## src/rtl/video_mixer_pipe.sv

```systemverilog
// video_mixer_pipe: registered RGB / YPbPr output stage with scanline dimming, 3-cycle latency.
// Define VIDEO_MIXER_PIPE_YPBPR_FULL_EN to enable full-range YPbPr expansion via ypbpr_full.
module video_mixer_pipe #(
  parameter int COLOR_W = 8,
  parameter int OUT_W   = 6
) (
  input  logic               clk_sys,
  input  logic               reset_n,
  input  logic [1:0]         scanlines,
  input  logic               scanline_alt,
  input  logic               ypbpr,
  input  logic               ypbpr_full,
  input  logic               csync,
  input  logic [COLOR_W-1:0] R,
  input  logic [COLOR_W-1:0] G,
  input  logic [COLOR_W-1:0] B,
  input  logic               HSync,
  input  logic               VSync,
  input  logic               HBlank,
  input  logic               VBlank,
  output logic [OUT_W-1:0]   VGA_R,
  output logic [OUT_W-1:0]   VGA_G,
  output logic [OUT_W-1:0]   VGA_B,
  output logic               VGA_HS,
  output logic               VGA_VS
);

  function automatic logic [7:0] shade(input logic [7:0] x, input logic [1:0] level,
                                       input logic dim);
    logic [7:0] y;
    y = x;
    if (dim) begin
      case (level)
        2'b01:   y = (x >> 1) + (x >> 2);
        2'b10:   y = x >> 1;
        2'b11:   y = x >> 2;
        default: y = x;
      endcase
    end
    return y;
  endfunction

  function automatic logic [7:0] clamp_int(input logic [9:0] ip, input logic [7:0] hi);
    logic [7:0] v;
    if (ip < 10'd16)            v = 8'd16;
    else if (ip > {2'b00, hi})  v = hi;
    else                        v = ip[7:0];
    return v;
  endfunction

  // MSB replication keeps full white at 8'hFF for narrow cores
  logic [7:0] r_w, g_w, b_w;
  generate
    if (COLOR_W == 8) begin : g_no_widen
      assign r_w = R;
      assign g_w = G;
      assign b_w = B;
    end else begin : g_widen
      assign r_w = {R, R[COLOR_W-1 -: 8-COLOR_W]};
      assign g_w = {G, G[COLOR_W-1 -: 8-COLOR_W]};
      assign b_w = {B, B[COLOR_W-1 -: 8-COLOR_W]};
    end
  endgenerate

  logic       old_hs, old_vs, parity;
  logic       blank, dim_on;
  logic [7:0] r1, g1, b1;
  logic       hs1, vs1;

  assign blank  = HBlank | VBlank;
  assign dim_on = parity ^ scanline_alt;

  always_ff @(posedge clk_sys) begin
    if (!reset_n) begin
      old_hs <= 1'b0;
      old_vs <= 1'b0;
      parity <= 1'b0;
      r1     <= 8'd0;
      g1     <= 8'd0;
      b1     <= 8'd0;
      hs1    <= 1'b0;
      vs1    <= 1'b0;
    end else begin
      old_hs <= HSync;
      old_vs <= VSync;
      // frame start re-anchors the line parity even if a line ends on the same cycle
      if (old_vs && !VSync)      parity <= 1'b0;
      else if (old_hs && !HSync) parity <= ~parity;
      r1  <= shade(blank ? 8'd0 : r_w, scanlines, dim_on);
      g1  <= shade(blank ? 8'd0 : g_w, scanlines, dim_on);
      b1  <= shade(blank ? 8'd0 : b_w, scanlines, dim_on);
      hs1 <= HSync;
      vs1 <= VSync;
    end
  end

  // BT.601 limited-range matrix in 8.8 fixed point; offsets keep every sum positive
  logic [18:0] r_x, g_x, b_x, y_sum, pb_sum, pr_sum;
  assign r_x = {11'd0, r1};
  assign g_x = {11'd0, g1};
  assign b_x = {11'd0, b1};

  always_comb begin
    y_sum  = 19'd4096  + 19'd66  * r_x + 19'd129 * g_x + 19'd25  * b_x;
    pb_sum = 19'd32768 - 19'd38  * r_x - 19'd74  * g_x + 19'd112 * b_x;
    pr_sum = 19'd32768 + 19'd112 * r_x - 19'd94  * g_x - 19'd18  * b_x;
  end

  logic [7:0]  r2, g2, b2;
  logic [18:0] y2, pb2, pr2;
  logic        hs2, vs2;

  always_ff @(posedge clk_sys) begin
    if (!reset_n) begin
      r2  <= 8'd0;
      g2  <= 8'd0;
      b2  <= 8'd0;
      y2  <= 19'd0;
      pb2 <= 19'd0;
      pr2 <= 19'd0;
      hs2 <= 1'b0;
      vs2 <= 1'b0;
    end else begin
      r2  <= r1;
      g2  <= g1;
      b2  <= b1;
      y2  <= y_sum;
      pb2 <= pb_sum;
      pr2 <= pr_sum;
      hs2 <= hs1;
      vs2 <= vs1;
    end
  end

  logic unused_sum_bits;
  assign unused_sum_bits = ^{y2[18], y2[7:0], pb2[18], pb2[7:0], pr2[18], pr2[7:0]};

`ifdef VIDEO_MIXER_PIPE_YPBPR_FULL_EN
  function automatic logic [7:0] expand(input logic [7:0] v, input logic [8:0] k);
    logic [16:0] p;
    p = (17'(v - 8'd16) * 17'(k)) >> 8;
    return (p > 17'd255) ? 8'hFF : p[7:0];
  endfunction
`else
  logic unused_full;
  assign unused_full = ypbpr_full;
`endif

  logic [7:0] y_c, pb_c, pr_c, r_o, g_o, b_o;
  logic       composite;

  always_comb begin
    y_c  = clamp_int(y2[17:8],  8'd235);
    pb_c = clamp_int(pb2[17:8], 8'd240);
    pr_c = clamp_int(pr2[17:8], 8'd240);
`ifdef VIDEO_MIXER_PIPE_YPBPR_FULL_EN
    if (ypbpr_full) begin
      y_c  = expand(y_c,  9'd298);
      pb_c = expand(pb_c, 9'd291);
      pr_c = expand(pr_c, 9'd291);
    end
`endif
    if (ypbpr) begin
      r_o = pr_c;
      g_o = y_c;
      b_o = pb_c;
    end else begin
      r_o = r2;
      g_o = g2;
      b_o = b2;
    end
    composite = csync | ypbpr;
  end

  always_ff @(posedge clk_sys) begin
    if (!reset_n) begin
      VGA_R  <= '0;
      VGA_G  <= '0;
      VGA_B  <= '0;
      VGA_HS <= 1'b1;
      VGA_VS <= 1'b1;
    end else begin
      VGA_R  <= r_o[7 -: OUT_W];
      VGA_G  <= g_o[7 -: OUT_W];
      VGA_B  <= b_o[7 -: OUT_W];
      VGA_HS <= composite ? ~(hs2 ^ vs2) : ~hs2;
      VGA_VS <= composite ? 1'b1 : ~vs2;
    end
  end

endmodule
```

## config.mk

```make
export PLATFORM = sky130hd
export DESIGN_NAME = video_mixer_pipe
export DESIGN_NICKNAME = d
export VERILOG_FILES = /design/src/rtl/video_mixer_pipe.sv
export SDC_FILE = /design/constraint.sdc
export NUM_CORES = 1
export LEC_CHECK = 0
export CELL_PAD_IN_SITES_DETAIL_PLACEMENT = 1
export CELL_PAD_IN_SITES_GLOBAL_PLACEMENT = 1
export CORE_MARGIN = 10
export CORE_UTILIZATION = 40
export DETAILED_ROUTE_END_ITERATION = 12
export PLACE_DENSITY_LB_ADDON = 0.08
export SYNTH_ARGS = -nofsm -noshare
export SYNTH_HDL_FRONTEND = slang
export SYNTH_SLANG_ARGS = --single-unit
```

## constraint.sdc

```tcl
create_clock -name clk_sys -period 16.45 [get_ports clk_sys]
set_input_delay 3.29 -clock clk_sys [delete_from_list [all_inputs] [get_ports clk_sys]]
set_output_delay 3.29 -clock clk_sys [all_outputs]
set_load 0.01 [all_outputs]
```

==> flow_metrics.tcl, run 1 <==
set metrics [dict create \
    dp_area_um2 12500 \
    cts_buffer_depth 2 \
    syn-mean-instance-area_um2 9.05 \
    grtUsageMet3_pct 2.23 \
    drt_iter0_drc 348 \
    routed_wirelength_mm 30.1 \
    synth-edff-count 0 \
    synth.net_count 1625 \
    globalplace.congestion 0.784 \
    critPathMaxFanout 8 \
    share_comb_of_total_power_pct 59.1 \
    ctsRootBufferMaster "sky130_fd_sc_hd__clkbuf_16" \
    power.share.clock_pct 17.5 \
    grt.met2_usage_pct 31.0 \
    worst_slew_pin_slew_ps 877 \
    first_global_vias 9594 \
    htree_levels 3 \
    slew_headroom_pct 41.5 \
    syn_area_um2 11500 \
    maximum_number_of_pins_on_one_net_before_global_route_repair 100 \
    final_hold_vios 0 \
    critical_path.startpoint_type "flop" \
    chipHeight_um 190 \
    timing.final.crit_period_ps 6290 \
    share_seq_of_total_power_pct 23.4 \
    route.detailed.drc 0 \
    postCtsHoldBufs 0 \
    io_buffer_count 54 \
    antenna-diode-count 0 \
    clk-insertion-delay-late_ps 360 \
    num-nets-final 1680 \
    post_synth_main_area_contributors "sky130_fd_sc_hd__ha_1 (25%), sky130_fd_sc_hd__dfxtp_1 (17%), sky130_fd_sc_hd__fa_1 (16%)" \
    synth_top_flop_cell "sky130_fd_sc_hd__dfxtp_1" \
    routed_via_density 5.15 \
    fin_crit_sh_pct 38.2 \
    final_layout_size_suffix_gt1_share_pct 4.81 \
    clock_tree_from_tritoncts "yes" \
    synth_warnings 0 \
    die_x_um 190 \
    cts_resized 0 \
    synth.largest_area_cell "sky130_fd_sc_hd__ha_1" \
    setup_viol 0 \
    placeableCoreArea_um2 28500 \
    maxCapViolations 0 \
    kind_of_end_point_of_the_critical_path "flop" \
    track_usage_pct 17.6 \
    synth_seq_area_share_pct 16.5 \
    timing.critical_path.arrival_ps 6580 \
    timing.critical_path.required_ps 16740 \
    route.detailed.wl_per_inst_um 17.5 \
    design.portCount 56 \
    area_growth_syn_to_layout_pct 11.8 \
    grt.busiest_layer "met2" \
    detail-route-antenna-nets 0 \
    cts.sinks 95 \
    hpwl_mm 24.0 \
    global_route_congestion_overflow_total 0 \
    worst_skew_ps 14.5 \
    holdPathStages 1 \
    number_of_cells_produced_by_synthesis 1271 \
    power.ir.vdd_worst_uv 46.6 \
    async_flop_share_pct 0 \
    path_class "flop to flop" \
    totalNegativeSetupSlack_ps 0 \
    numCtsBuffers 9 \
    cts.clk_slew.worst_paths_ps 80 \
    vias 8829 \
    floorplan.die_area_um2 35900 \
    power_leakage_uw 0.00658 \
    status "finished clean" \
    worstRegToRegCells 21 \
    first_pass_grt_wire_length_mm 50.4 \
    use_met1_pct 22.8 \
    switchingPower_uw 534 \
    rsz_0062_raised_after_global_routing "no" \
    synth.ff_latch_count 95 \
    internal-power_uw 703 \
    netlist.area_leader.share_pct 24.8 \
    netSwitchingFraction_pct 43.2 \
    cts.repair_timing.setup_buffer_count 0 \
    antenna_found_initial 0 \
    min-delay-path-class "flop to flop" \
    synth_cell_types 69 \
    starting_density_of_the_core_pct 40.3 \
    stdcell_area_um2 12900 \
    report.final.slew_viol_count 0 \
    1st_pass_router_iterations 4 \
    max_freq_mhz 159 \
    std_cell_rows 62 \
    power.density_cell_area_nw_per_um2 96.3 \
]
-- cell usage after synthesis (4+ instances only) --
cell,instances
sky130_fd_sc_hd__clkbuf_1,27
sky130_fd_sc_hd__nand3_1,14
sky130_fd_sc_hd__nor4_1,7
sky130_fd_sc_hd__or3_1,5
sky130_fd_sc_hd__o21ai_0,62
sky130_fd_sc_hd__a31oi_1,4
sky130_fd_sc_hd__inv_1,206
sky130_fd_sc_hd__xnor2_1,55
sky130_fd_sc_hd__nor3_1,18
sky130_fd_sc_hd__dfxtp_1,95
sky130_fd_sc_hd__nand2b_1,17
sky130_fd_sc_hd__nand2_1,46
sky130_fd_sc_hd__mux2_2,5
sky130_fd_sc_hd__a22oi_1,15
sky130_fd_sc_hd__xor2_1,26
sky130_fd_sc_hd__fa_1,90
sky130_fd_sc_hd__a21oi_1,78
sky130_fd_sc_hd__o21a_1,6
sky130_fd_sc_hd__o211a_1,5
sky130_fd_sc_hd__and2_1,61
sky130_fd_sc_hd__nor2_1,34
sky130_fd_sc_hd__a211oi_1,4
sky130_fd_sc_hd__nand4_1,7
sky130_fd_sc_hd__nor2b_1,17
sky130_fd_sc_hd__a21o_1,30
sky130_fd_sc_hd__o211ai_1,12
sky130_fd_sc_hd__ha_1,228
sky130_fd_sc_hd__o221a_2,6
sky130_fd_sc_hd__mux2i_1,6
sky130_fd_sc_hd__nor3b_1,6
sky130_fd_sc_hd__o21bai_1,22
-- power by group through the flow --
stage                     clock network, µW  logic, µW  registers, µW
after CTS                               223        747            290
after detailed placement                  0        740            294
final                                   217        731            289
after global placement                    0        727            295
after global routing                    233        851            294
after floorplan                           0        557            289
-- path summary, 6_finish.rpt --
| check | start | end | slack (ps) |
|---|---|---|---|
| setup / recovery | g1[3]$_SDFF_PN0_ | pr2[15]$_SDFF_PN0_ | 10160 |
| hold / removal | vs2$_SDFF_PN0_ | VGA_VS$_SDFF_PP1_ | 410 |
| setup reg to reg | g1[3]$_SDFF_PN0_ | pr2[15]$_SDFF_PN0_ | 10160 |
| hold reg to reg | vs2$_SDFF_PN0_ | VGA_VS$_SDFF_PP1_ | 410 |
-- stage by stage --
stage / power, µW / utilization [%] / worst slack (ps) / cells / hold slack [ps]
2_1_floorplan: 846 / - / 11070 / 1271 / 364
3_3_place_gp: 1020 / 43.9 / 10160 / 1699 / 382
6_report: 1240 / 45.0 / 10160 / 1715 / 410
3_5_place_dp: 1030 / 43.9 / 10080 / 1699 / 389
5_1_grt: 1380 / 45.0 / 9640 / 1715 / 418
4_1_cts: 1260 / 45.0 / 10040 / 1715 / 405
-- metal layers --
metal | vias up | part of all wire [%]
li1 | 4390 | -
met1 | 4362 | 48
met2 | 60 | 49
met3 | 17 | 1.8
met4 | 0 | 1.1
met5 | - | 0
-- cell usage in the layout (no fill, tap or decap), drive strengths merged, types with 7 or more instances in the layout --
cell	instances
nor2	34
a22oi	15
dfxtp	95
nand3	15
clkdlybuf4s50	53
nand2b	18
fa	90
nor4	7
o211ai	12
xor2	26
and2	62
o21ai	65
inv	210
buf	22
a21o	30
nor3	18
nor2b	17
clkbuf	9
a21oi	80
xnor2	55
nand2	46
ha	228
nand4	7
o21bai	22
-- registers in the layout, summed over array words and instances, names as in the netlist --
signal and count:
r2 6, vs2 1, g2 6, b2 6
r1 8, VGA_G 6, y2 8, vs1 1
VGA_VS 1, VGA_HS 1, VGA_R 6, hs2 1
pb2 10, g1 8, parity 1, VGA_B 6
hs1 1, b1 8, pr2 10
-- layout make-up --
class	instances	area, µm²
well taps	384	480
repair buffers	75	693
flip-flops and latches	95	1900
inverters	207	777
clock inverters	7	86.3
multi-input cells	938	8690
clock buffers	9	225
fillers	3428	15700
-- cell families after synthesis --
logic type / Yosys count / synth area share (%)
adders and majority gates: 318 / 40.5
DFF: 95 / 16.5
AOI/OAI and AO/OA: 276 / 15.7
buffers and inverters: 238 / 7.90
and+or+nand+nor: 251 / 12.1
xor gates and xnor gates: 81 / 6.17
muxes: 12 / 1.14
-- worst max-delay path, cell delays in order, from the launching register on --
cell                       delay [ps]
sky130_fd_sc_hd__dfxtp_1          720
sky130_fd_sc_hd__inv_1            200
sky130_fd_sc_hd__fa_1             550
sky130_fd_sc_hd__inv_1             40
sky130_fd_sc_hd__ha_1             290
sky130_fd_sc_hd__fa_1             580
sky130_fd_sc_hd__inv_1             70
sky130_fd_sc_hd__fa_1             450
sky130_fd_sc_hd__nor2b_1          110
sky130_fd_sc_hd__o21ai_0          110
sky130_fd_sc_hd__a21boi_0         270
sky130_fd_sc_hd__nor2_1           120
sky130_fd_sc_hd__fa_1             540
sky130_fd_sc_hd__inv_1             50
sky130_fd_sc_hd__ha_1             350
sky130_fd_sc_hd__a21o_1           190
sky130_fd_sc_hd__a21oi_1          260
sky130_fd_sc_hd__inv_1             80
sky130_fd_sc_hd__o31a_1           340
sky130_fd_sc_hd__or4_1            550
sky130_fd_sc_hd__a21oi_1          200
sky130_fd_sc_hd__nand2b_1         120
No activity file was read; power rests on OpenSTA's default activity.
==> run 2: changes to the inputs <==
- clock period: 16.45 -> 6.15 ns (I/O delays scaled with it)
==> flow_metrics.tcl, run 2 (same netlist as run 1, synthesis figures left out) <==
set metrics [dict create \
    reg_top3 "pb2 (10), pr2 (10)" \
    routed_via_density 5.13 \
    timing.critical_path.required_ps 6450 \
    die_x_um 190 \
    maximum_number_of_pins_on_one_net_before_global_route_repair 62 \
    htree_levels 3 \
    1st_pass_router_iterations 4 \
    power.density_cell_area_nw_per_um2 261 \
    hold_path.startpoint "vs2$_SDFF_PN0_" \
    totalPowerFinal_uw 3370 \
    holdPathStages 1 \
    antenna_found_initial 1 \
    stdcell_area_um2 12900 \
    worst_skew_ps 12.6 \
    floorplan.die_area_um2 35900 \
    critical_path.startpoint_type "flop" \
    status "finished clean" \
    holdPathEnd "VGA_VS$_SDFF_PP1_" \
    num-nets-final 1691 \
    power_leakage_uw 0.00664 \
    final_hold_vios 0 \
    worst_reg_to_reg_setup_slack_ps 400 \
    min-delay-path-class "flop to flop" \
    globalplace.congestion 0.840 \
    track_usage_pct 18.1 \
    std_cell_rows 62 \
    io_buffer_count 54 \
    detail-route-antenna-nets 0 \
    first_global_vias 9505 \
    worstRegToRegCells 21 \
    final_layout_size_suffix_gt1_share_pct 5.59 \
    most-common-layout-cells "sky130_fd_sc_hd__ha_1 (228), sky130_fd_sc_hd__inv_1 (206), sky130_fd_sc_hd__dfxtp_1 (95)" \
    chipHeight_um 190 \
    first_pass_grt_wire_length_mm 51.5 \
    global_route_congestion_overflow_total 0 \
    r2r-end "pr2[15]$_SDFF_PN0_" \
    postCtsHoldBufs 0 \
    design.portCount 56 \
    setup_viol 0 \
    totalNegativeSetupSlack_ps 0 \
    area_growth_syn_to_layout_pct 12.5 \
    cts_buffer_depth 2 \
    clock_tree_from_tritoncts "yes" \
    timing.final.crit_period_ps 5750 \
    cts_resized 0 \
    cts.clk_slew.worst_paths_ps 80 \
    maxCapViolations 0 \
    layout_commonest_cell "sky130_fd_sc_hd__ha_1" \
    dp_area_um2 12600 \
    path_class "flop to flop" \
    max_freq_mhz 174 \
    placeableCoreArea_um2 28500 \
    antenna-diode-count 0 \
    routed_wirelength_mm 31.7 \
    cts.repair_timing.setup_buffer_count 0 \
    worst_slew_pin_slew_ps 846 \
    kind_of_end_point_of_the_critical_path "flop" \
    clk-insertion-delay-late_ps 360 \
    cts.sinks 95 \
    route.detailed.drc 0 \
    drt_iter0_drc 284 \
    fin_crit_sh_pct 93.6 \
    timing.critical_path.arrival_ps 6060 \
    slew_headroom_pct 43.4 \
    starting_density_of_the_core_pct 40.3 \
    numCtsBuffers 9 \
    rsz_0062_raised_after_global_routing "no" \
    power.ir.vdd_worst_uv 138 \
    hpwl_mm 26.0 \
    ctsRootBufferMaster "sky130_fd_sc_hd__clkbuf_16" \
    vias 8847 \
    route.detailed.wl_per_inst_um 18.4 \
    critPathMaxFanout 4 \
    report.final.slew_viol_count 0 \
    crit-reg2reg-launch "g1[3]$_SDFF_PN0_" \
]
[run 2: where the power goes]
part,switching (µW),internal (µW),total [µW],leakage (µW)
Clock,296,292,588,0.000151
Combinational,1100,904,2000,0.00571
Sequential,74.1,704,778,0.000780
Total,1470,1900,3370,0.00664
[run 2: routing by layer]
layer,GRT usage [%],routed length (µm),vias to the layer above,part of all wire [%]
li1,-,-,4420,-
met1,23.1,14700,4310,46
met2,31.8,15500,89,49
met3,2.38,857,28,2.7
met4,4.18,617,0,1.9
met5,0,0,-,0
[run 2: area by class of cell]
class	count	area, µm²
fill	3387	15600
multi-input combinational	938	8690
sequential	95	1900
inverter	207	777
timing repair buffer	86	776
tap	384	480
clock buffer	9	225
clock inverter	7	83.8
[run 2: worst max-delay path by stage]
stage | from | endpoint | slack [ps] | cells after the start
final | g1[3]$_SDFF_PN0_ | pr2[15]$_SDFF_PN0_ | 400 | 21
after floorplan | g1[2]$_SDFF_PN0_ | pr2[15]$_SDFF_PN0_ | 770 | 21
after global routing | g1[2]$_SDFF_PN0_ | pr2[15]$_SDFF_PN0_ | 9 | 21
after detailed placement | g1[2]$_SDFF_PN0_ | pr2[15]$_SDFF_PN0_ | 390 | 21
after CTS | g1[2]$_SDFF_PN0_ | pr2[15]$_SDFF_PN0_ | 360 | 21
after global placement | g1[2]$_SDFF_PN0_ | pr2[15]$_SDFF_PN0_ | 430 | 21
[run 2: worst max-delay path, cell delays in order (launching register included)]
cell and delay [ps]:
sky130_fd_sc_hd__dfxtp_1 350, sky130_fd_sc_hd__inv_1 100, sky130_fd_sc_hd__fa_1 520, sky130_fd_sc_hd__inv_1 50, sky130_fd_sc_hd__ha_1 300, sky130_fd_sc_hd__fa_1 580, sky130_fd_sc_hd__inv_1 70, sky130_fd_sc_hd__fa_1 460
sky130_fd_sc_hd__nor2b_1 130, sky130_fd_sc_hd__o21ai_0 100, sky130_fd_sc_hd__a21boi_0 270, sky130_fd_sc_hd__nor2_1 120, sky130_fd_sc_hd__fa_1 540, sky130_fd_sc_hd__inv_1 40, sky130_fd_sc_hd__ha_1 340, sky130_fd_sc_hd__a21o_1 180
sky130_fd_sc_hd__a21oi_1 250, sky130_fd_sc_hd__inv_1 60, sky130_fd_sc_hd__o31a_1 340, sky130_fd_sc_hd__or4_1 580, sky130_fd_sc_hd__a21oi_1 210, sky130_fd_sc_hd__nand2b_1 110
[run 2: per-stage QoR]
step	instances	hold slack, ps	util (%)	setup slack (ps)
detailed placement	1710	391	44.2	390
CTS	1726	410	45.3	357
finish	1726	405	45.3	396
global route	1726	423	45.3	9.12
global placement	1710	383	44.2	427
floorplan	1271	364	-	766
